$ cat src/rtl/mux_2_1_arbiter.sv
// Round-robin arbiter sharing one registered 2:1 mux output stage between requesters A and B.
// Define MUX_2_1_ARB_BURST_EN to let a winner keep the grant for up to MAX_BURST contended cycles.
module mux_2_1_arbiter #(
    parameter int WIDTH     = 8,
    parameter int MAX_BURST = 4
) (
    input  logic             clk,
    input  logic             rst,
    input  logic             req_a,
    input  logic [WIDTH-1:0] data_a,
    output logic             ack_a,
    input  logic             req_b,
    input  logic [WIDTH-1:0] data_b,
    output logic             ack_b,
    output logic             out_valid,
    output logic [WIDTH-1:0] out_data,
    input  logic             out_ready,
    output logic             sel
);
    localparam int            CW      = $clog2(MAX_BURST + 1);
    localparam logic [CW-1:0] CNT_MAX = CW'(MAX_BURST);
    localparam logic          GRANT_A = 1'b0;
    localparam logic          GRANT_B = 1'b1;

    logic [CW-1:0] cnt;
    logic          load;
    logic          win_valid;
    logic          win_b;

    // Handshake: a requester word moves when req_x && ack_x; the output word moves when
    // out_valid && out_ready. The stage reloads whenever it is empty or being drained.
    assign load = !rst && (!out_valid || out_ready);

    always_comb begin
        win_valid = 1'b0;
        win_b     = GRANT_A;
        if (load) begin
            if (req_a && req_b) begin
                win_valid = 1'b1;
`ifdef MUX_2_1_ARB_BURST_EN
                win_b = (cnt < CNT_MAX) ? sel : !sel;
`else
                win_b = !sel;
`endif
            end else if (req_a) begin
                win_valid = 1'b1;
                win_b     = GRANT_A;
            end else if (req_b) begin
                win_valid = 1'b1;
                win_b     = GRANT_B;
            end
        end
    end

    assign ack_a = win_valid && (win_b == GRANT_A);
    assign ack_b = win_valid && (win_b == GRANT_B);

    // Reset leaves sel on B with a full count so A wins the first contention in either build.
    always_ff @(posedge clk) begin
        if (rst) begin
            out_valid <= 1'b0;
            out_data  <= '0;
            sel       <= GRANT_B;
            cnt       <= CNT_MAX;
        end else if (load) begin
            if (win_valid) begin
                out_valid <= 1'b1;
                out_data  <= win_b ? data_b : data_a;
                if (win_b == sel) begin
                    if (cnt != CNT_MAX) cnt <= cnt + CW'(1);
                end else begin
                    sel <= win_b;
                    cnt <= CW'(1);
                end
            end else begin
                out_valid <= 1'b0;
            end
        end
    end
endmodule

$ cat config.mk
export PLATFORM = sky130hd
export DESIGN_NAME = mux_2_1_arbiter
export DESIGN_NICKNAME = d
export VERILOG_FILES = /design/src/rtl/mux_2_1_arbiter.sv
export SDC_FILE = /design/constraint.sdc
export NUM_CORES = 1
export LEC_CHECK = 0
export ABC_AREA = 1
export CAP_MARGIN = 20
export CORE_MARGIN = 5
export CORE_UTILIZATION = 34
export CTS_CLUSTER_DIAMETER = 120
export DETAILED_ROUTE_END_ITERATION = 7
export PLACE_DENSITY = 0.72
export SLEW_MARGIN = 20
export SYNTH_ARGS = -nofsm -noshare
export SYNTH_HDL_FRONTEND = slang
export SYNTH_SLANG_ARGS = --single-unit
$ cat constraint.sdc
create_clock -name clk -period 1.25 [get_ports clk]
set_input_delay 0.125 -clock clk [delete_from_list [all_inputs] [get_ports clk]]
set_output_delay 0.125 -clock clk [all_outputs]
set_load 0.005 [all_outputs]
==> flow_summary.json, run 1 <==
{
  "drive_gt1_share_pct": 23.6,
  "syn_avg_cell_area_um2": 6.82,
  "fill_cells": 134,
  "overflow": 0,
  "hold_viol_final": 0,
  "seq_power_share_pct": 39.7,
  "tns_ps": 0,
  "dp_worst_setup_slack_ps": -317,
  "grt_use_total_pct": 14.0,
  "hold_path.class": "in2reg",
  "ys.flop_type": "dfxtp_1",
  "ys_seq_elements": 10,
  "synth_warnings": 0,
  "postRouteAntennaNets": 0,
  "synth_common_cells": "25 x nand2_1, 13 x nand3_1, 12 x inv_1",
  "fin_crit_sh_pct": 97.0,
  "path_cells": "clkdlybuf4s50_1",
  "p_int_mw": 0.669,
  "clock_latency_ps": 260,
  "arrival_ps": 1090,
  "slew_headroom_pct": 87.5,
  "hpwl_mm": 1.22,
  "total_power_mw": 0.896,
  "cp_max_fo": 2,
  "die_height_um": 49.0,
  "cts_tree": "built",
  "grtUsageMet3_pct": 4.59,
  "cp-end-kind": "output pin",
  "synth_area_leaders": "dfxtp_1 39%, nand2_1 18%, nand3_1 13%",
  "worst_slack_ps": 38.0,
  "power_density_nw_per_um2": 905,
  "worst_slew_pin_slew_ps": 188,
  "clockPowerShare_pct": 31.9,
  "grt_pass1_vias": 664,
  "cts_sinks": 10,
  "clock_tree.buffer_depth": 2,
  "initial_core_util_pct": 35.2,
  "min_period_ps": 1210,
  "syn_to_final_growth_pct": 91.1,
  "grt_max_degree": 13,
  "vias": 658,
  "yosysMostFrequentCell": "nand2_1",
  "swShare_pct": 25.3,
  "seqCellArea_um2": 203,
  "fin_cells": 139,
  "seq_area_frac_synth_pct": 38.6,
  "cp_data_required_time_ps": 1120,
  "cts_hold_buf": 0,
  "start_kind": "flip-flop",
  "num_antenna_cells": 0,
  "cts_buffers": 3,
  "leakage_nw": 0.594,
  "coreArea_um2": 1470,
  "place_inst": 134,
  "cp_slowest_cell": "clkdlybuf4s50_1",
  "power_frac_comb_pct": 28.3,
  "peakVddDrop_v": 0.000698,
  "use_met2_pct": 24.3,
  "crit_buf_inv": 1,
  "synth.distinct_cells": 13,
  "synth-async-reset-ratio_pct": 0,
  "synth_top_area_share_pct": 38.6,
  "skew_ps": 2.42,
  "p_switching_mw": 0.227,
  "root_buffer": "clkbuf_4",
  "drtIter0Drc": 6,
  "core.rowCount": 14,
  "multiInputGateArea_um2": 259,
  "nNetsFinal": 145,
  "met1_usage_pct": 15.9,
  "fmax_ghz": 0.825,
  "grt_pass1_wl_mm": 2.71,
  "crit_family": "buffers and inverters",
  "synth_enable_flop_cells": 0,
  "htree_levels": 1,
  "drc": 0,
  "setup_viol": 0,
  "max_stage_delay_ps": 500,
  "drt_wl_total_mm": 1.67,
  "dpl_cell_area_um2": 930,
  "path_clk_slew_ps": 70,
  "critPathKind": "reg2out",
  "netlist_area_um2": 518,
  "drv_cap": 0,
  "ios": 33,
  "antenna_found_initial": 0,
  "synthesis.nets": 97,
  "vias_per_cell": 4.73,
  "fin_area_um2": 990,
  "status": "finished clean",
  "synth_area_leader_cell": "dfxtp_1",
  "die_w_um": 49.0,
  "wire_per_inst_um": 12.0,
  "busiest_layer": "met2",
  "final-max-slew-violation-count": 0,
  "io_buffers": 32,
  "die_area_um2": 2400,
  "firstDrtPassIters": 3,
  "syn_inst": 76,
  "gp_congestion": 0.690
}
[state kept, by name, indices dropped and copies added, names as in the netlist]
signal and count:
out_valid 1, out_data 8, sel 1
[placed cells by master (no fill, tap or decap)]
| master | instances |
|---|---|
| a21oi_1 | 4 |
| dlygate4sd2_1 | 4 |
| clkdlybuf4s50_1 | 18 |
| clkbuf_4 | 3 |
| a31oi_1 | 1 |
| buf_2 | 2 |
| inv_2 | 3 |
| nor2_4 | 1 |
| clkbuf_8 | 1 |
| dlymetal6s2s_1 | 8 |
| dfxtp_2 | 2 |
| nand4_1 | 4 |
| nand3_1 | 13 |
| nand2_2 | 3 |
| buf_4 | 11 |
| buf_6 | 1 |
| a21oi_2 | 1 |
| dfxtp_1 | 8 |
| nand3_4 | 1 |
| inv_1 | 11 |
| nand2_1 | 23 |
[path summary, 6_finish.rpt]
check                              endpoint  slack, ps         from  cells after the start
worst max-delay path            out_data[1]         40  out_data[1]                      1
worst min-delay path              out_valid        270          rst                      2
worst max register to register  out_data[1]        160          sel                      9
worst min register to register  out_data[3]        550  out_data[3]                      4
[area by class of cell]
| cell class | count | share of cell area, % |
|---|---|---|
| sequential | 10 | 20.5 |
| inverter | 14 | 5.31 |
| clock buffer | 4 | 3.67 |
| timing repair buffer | 44 | 42.4 |
| multi-input combinational | 51 | 26.2 |
| tap | 16 | 2.02 |
[through the flow]
| step | hold WS [ps] | utilization (%) |
|---|---|---|
| after floorplan | 194 | - |
| after detailed placement | 540 | 63.2 |
| after global placement | 530 | 63.2 |
| after global routing | 283 | 67.3 |
| after CTS | 249 | 66.4 |
| final | 267 | 67.3 |
[what timing repair did]
action,CTS,global route
setup buffers,2,0
endpoints found under the setup margin,4,10
resized for setup,15,11
pin swaps,2,3
[power groups by stage]
stage | Clock [mW] | Sequential (mW) | Combinational (mW)
after floorplan | 0 | 0.363 | 0.0905
after global placement | 0 | 0.361 | 0.257
after detailed placement | 0 | 0.361 | 0.259
after CTS | 0.298 | 0.355 | 0.261
after global routing | 0.312 | 0.358 | 0.282
final | 0.286 | 0.356 | 0.254
[worst reg2reg max path: stages, from the launching register on]
cell	delay (ps)
dfxtp_2	340
nand2_2	60
nand2_2	70
inv_2	40
buf_6	110
buf_4	140
nand3_1	80
nand3_1	70
nand2_1	60
inv_1	30
[kinds of logic (layout without fill, tap and decap cells)]
| family | Yosys count | in the layout | share of synthesized area, % |
|---|---|---|---|
| and+or+nand+nor | 45 | 45 | 42.3 |
| DFF | 10 | 10 | 38.6 |
| AOI/OAI and AO/OA | 6 | 6 | 6.76 |
| buffers and inverters | 15 | 62 | 12.3 |
[per-layer routing]
layer	share of wire (%)	vias up	wire length (µm)
li1	-	338	-
met1	43	291	719
met2	49	27	816
met3	7.5	2	125
met4	0.60	0	10
met5	0	-	0
Note: power is estimated with default switching activity, not from simulation.
==> inputs of run 2 (changes only) <==
--- a/config.mk
+++ b/config.mk
@@ -5,7 +5,6 @@
 export SDC_FILE = /design/constraint.sdc
 export NUM_CORES = 1
 export LEC_CHECK = 0
-export ABC_AREA = 1
 export CAP_MARGIN = 20
 export CORE_MARGIN = 5
 export CORE_UTILIZATION = 34
==> flow_summary.json, run 2 <==
{
  "start_kind": "primary input",
  "cts_buffers": 3,
  "postRouteAntennaNets": 0,
  "wire_per_inst_um": 14.0,
  "synth_warnings": 0,
  "dp_worst_setup_slack_ps": -520,
  "synth-async-reset-ratio_pct": 0,
  "ys.flop_type": "dfxtp_1",
  "ys_seq_elements": 10,
  "syn_to_final_growth_pct": 89.4,
  "worst_slew_pin_slew_ps": 264,
  "antenna_found_initial": 0,
  "rsz0062_at_grt": "true",
  "max_stage_delay_ps": 580,
  "die_w_um": 48.6,
  "die_area_um2": 2360,
  "core.rowCount": 14,
  "synth_xor_area_share_pct": 0,
  "leakage_nw": 0.457,
  "root_buffer": "clkbuf_4",
  "seq_area_frac_synth_pct": 39.6,
  "power_density_nw_per_um2": 865,
  "largest_reg_flops": 8,
  "io_buffers": 32,
  "synth_top_family_by_area": "compound AO/OA/AOI/OAI gates",
  "reg2reg_slack_ps": 0,
  "drc": 0,
  "clock_tree.buffer_depth": 2,
  "critPathKind": "in2reg",
  "final_cell_mix": "21 x clkdlybuf4s50_1, 9 x nand2_1, 8 x nor4_1, 8 x a221o_2, 8 x buf_4",
  "ios": 33,
  "crit_start": "rst",
  "cp_data_required_time_ps": 1400,
  "skew_ps": 0.875,
  "hpwl_mm": 1.16,
  "worst_slack_ps": -13.9,
  "vias_per_cell": 5.09,
  "num_antenna_cells": 0,
  "holdPathStages": 1,
  "tns_ps": -69.1,
  "coreArea_um2": 1450,
  "htree_levels": 1,
  "vias": 545,
  "fin_crit_sh_pct": 101,
  "r2r_start": "out_valid",
  "path_depth": 4,
  "drtIter0Drc": 10,
  "synthAdderAreaFrac_pct": 0,
  "synth_compound_area_share_pct": 28.2,
  "fmax_ghz": 0.791,
  "final-max-slew-violation-count": 0,
  "setup_viol": 9,
  "path_cells": "clkdlybuf4s50_1, buf_6, o21ba_4, a221o_2",
  "regMostFlops": "out_data",
  "synth.distinct_cells": 16,
  "synth_top_area_share_pct": 39.6,
  "synth-simple-area-share_pct": 24.8,
  "syn_avg_cell_area_um2": 10.1,
  "cts_hold_buf": 0,
  "path_clk_slew_ps": 60,
  "hold_viol_final": 0,
  "crit_end": "out_data[0]",
  "syn_inst": 50,
  "nNetsFinal": 114,
  "peakVddDrop_v": 0.000775,
  "arrival_ps": 1410,
  "die_height_um": 48.6,
  "initial_core_util_pct": 34.8,
  "yosysMostFrequentCell": "dfxtp_1",
  "cp-end-kind": "flip-flop",
  "firstDrtPassIters": 4,
  "r2r-end": "out_data[0]",
  "crit_buf_inv": 2,
  "top_regs": "out_data x8, out_valid x1, sel x1",
  "drv_cap": 0,
  "synth_area_leaders": "dfxtp_1 40%, a221o_2 18%, nor4_1 9.9%",
  "cp_max_fo": 11,
  "cts_sinks": 10,
  "cp_slowest_cell": "clkdlybuf4s50_1",
  "drive_gt1_share_pct": 38.5,
  "clock_latency_ps": 260,
  "r2r.worst_path.cells": 4,
  "slew_headroom_pct": 82.2,
  "netlist_area_um2": 505,
  "min_period_ps": 1260,
  "drt_wl_total_mm": 1.50,
  "synth_enable_flop_cells": 0,
  "status": "finished, violations left",
  "mostFrequentLayoutCell": "clkdlybuf4s50_1",
  "muxShareOfSynthArea_pct": 0,
  "overflow": 0,
  "violations": "negative setup slack",
  "crit_family": "buffers and inverters",
  "cts_tree": "built",
  "synth_area_leader_cell": "dfxtp_1",
  "grt_pass1_wl_mm": 2.33,
  "gp_congestion": 0.740,
  "hold_path.class": "reg2reg",
  "synth_common_cells": "10 x dfxtp_1, 9 x nand2_1, 8 x a221o_2, 8 x nor4_1, 3 x clkbuf_1",
  "grt_pass1_vias": 501,
  "synthesis.nets": 71,
  "grt_max_degree": 12,
  "grt_use_total_pct": 12.8
}
[run 2: changes by cell type after synthesis, moves of 2 or more]
cell and delta:
a21oi_1 -3, a221o_2 +8, clkbuf_1 +3, inv_1 -11
inv_2 -2, nand2_1 -16, nand3_1 -13, nand4_1 -4
nor4_1 +8
[run 2: power by group]
group	switching (mW)	internal (mW)	leakage [nW]
sequential	0.0159	0.349	0.0838
combinational	0.0846	0.168	0.359
clock	0.0999	0.111	0.0138
[run 2: cells by family after synthesis]
logic type | Yosys count
AOI/OAI and AO/OA | 12
buffers and inverters | 6
DFF | 10
and+or+nand+nor | 22
[run 2: worst min-delay path by stage]
stage | start | endpoint | slack (ps)
after global routing | data_b[1] | out_data[1] | 460
after global placement | out_data[2] | out_data[2] | 470
final | out_data[5] | out_data[5] | 470
after detailed placement | out_data[5] | out_data[5] | 480
after floorplan | data_b[0] | out_data[0] | 270
after CTS | req_b | out_valid | 460
[run 2: per-layer routing]
metal	wire length (µm)	track usage [%]	up-vias
li1	-	-	282
met1	676	14.8	244
met2	731	19.6	17
met3	77	6.13	2
met4	13	6.28	0
met5	0	0	-
[run 2: layout make-up]
| class | count | area [µm²] |
|---|---|---|
| fill | 123 | 497 |
| timing repair buffer | 43 | 420 |
| multi-input combinational | 34 | 283 |
| sequential | 10 | 208 |
| clock buffer | 3 | 22.5 |
| tap | 16 | 20.0 |
| inverter | 1 | 3.75 |
[run 2: what timing repair did]
| item | 4_1_cts | 5_1_grt |
|---|---|---|
| resized for setup | 17 | 9 |
| pin swaps | 8 | 2 |
| endpoints found under the setup margin | 12 | 17 |
| setup buffers | 0 | 1 |
[run 2: stage by stage]
step,cells,power [mW],hold WS (ps),instance area [µm²],utilization [%]
2_1_floorplan,50,0.463,269,513,-
3_3_place_gp,103,0.624,472,895,61.5
3_5_place_dp,103,0.624,477,895,61.5
4_1_cts,106,0.840,457,917,63.1
5_1_grt,107,0.885,460,957,65.8
6_report,107,0.828,475,957,65.8
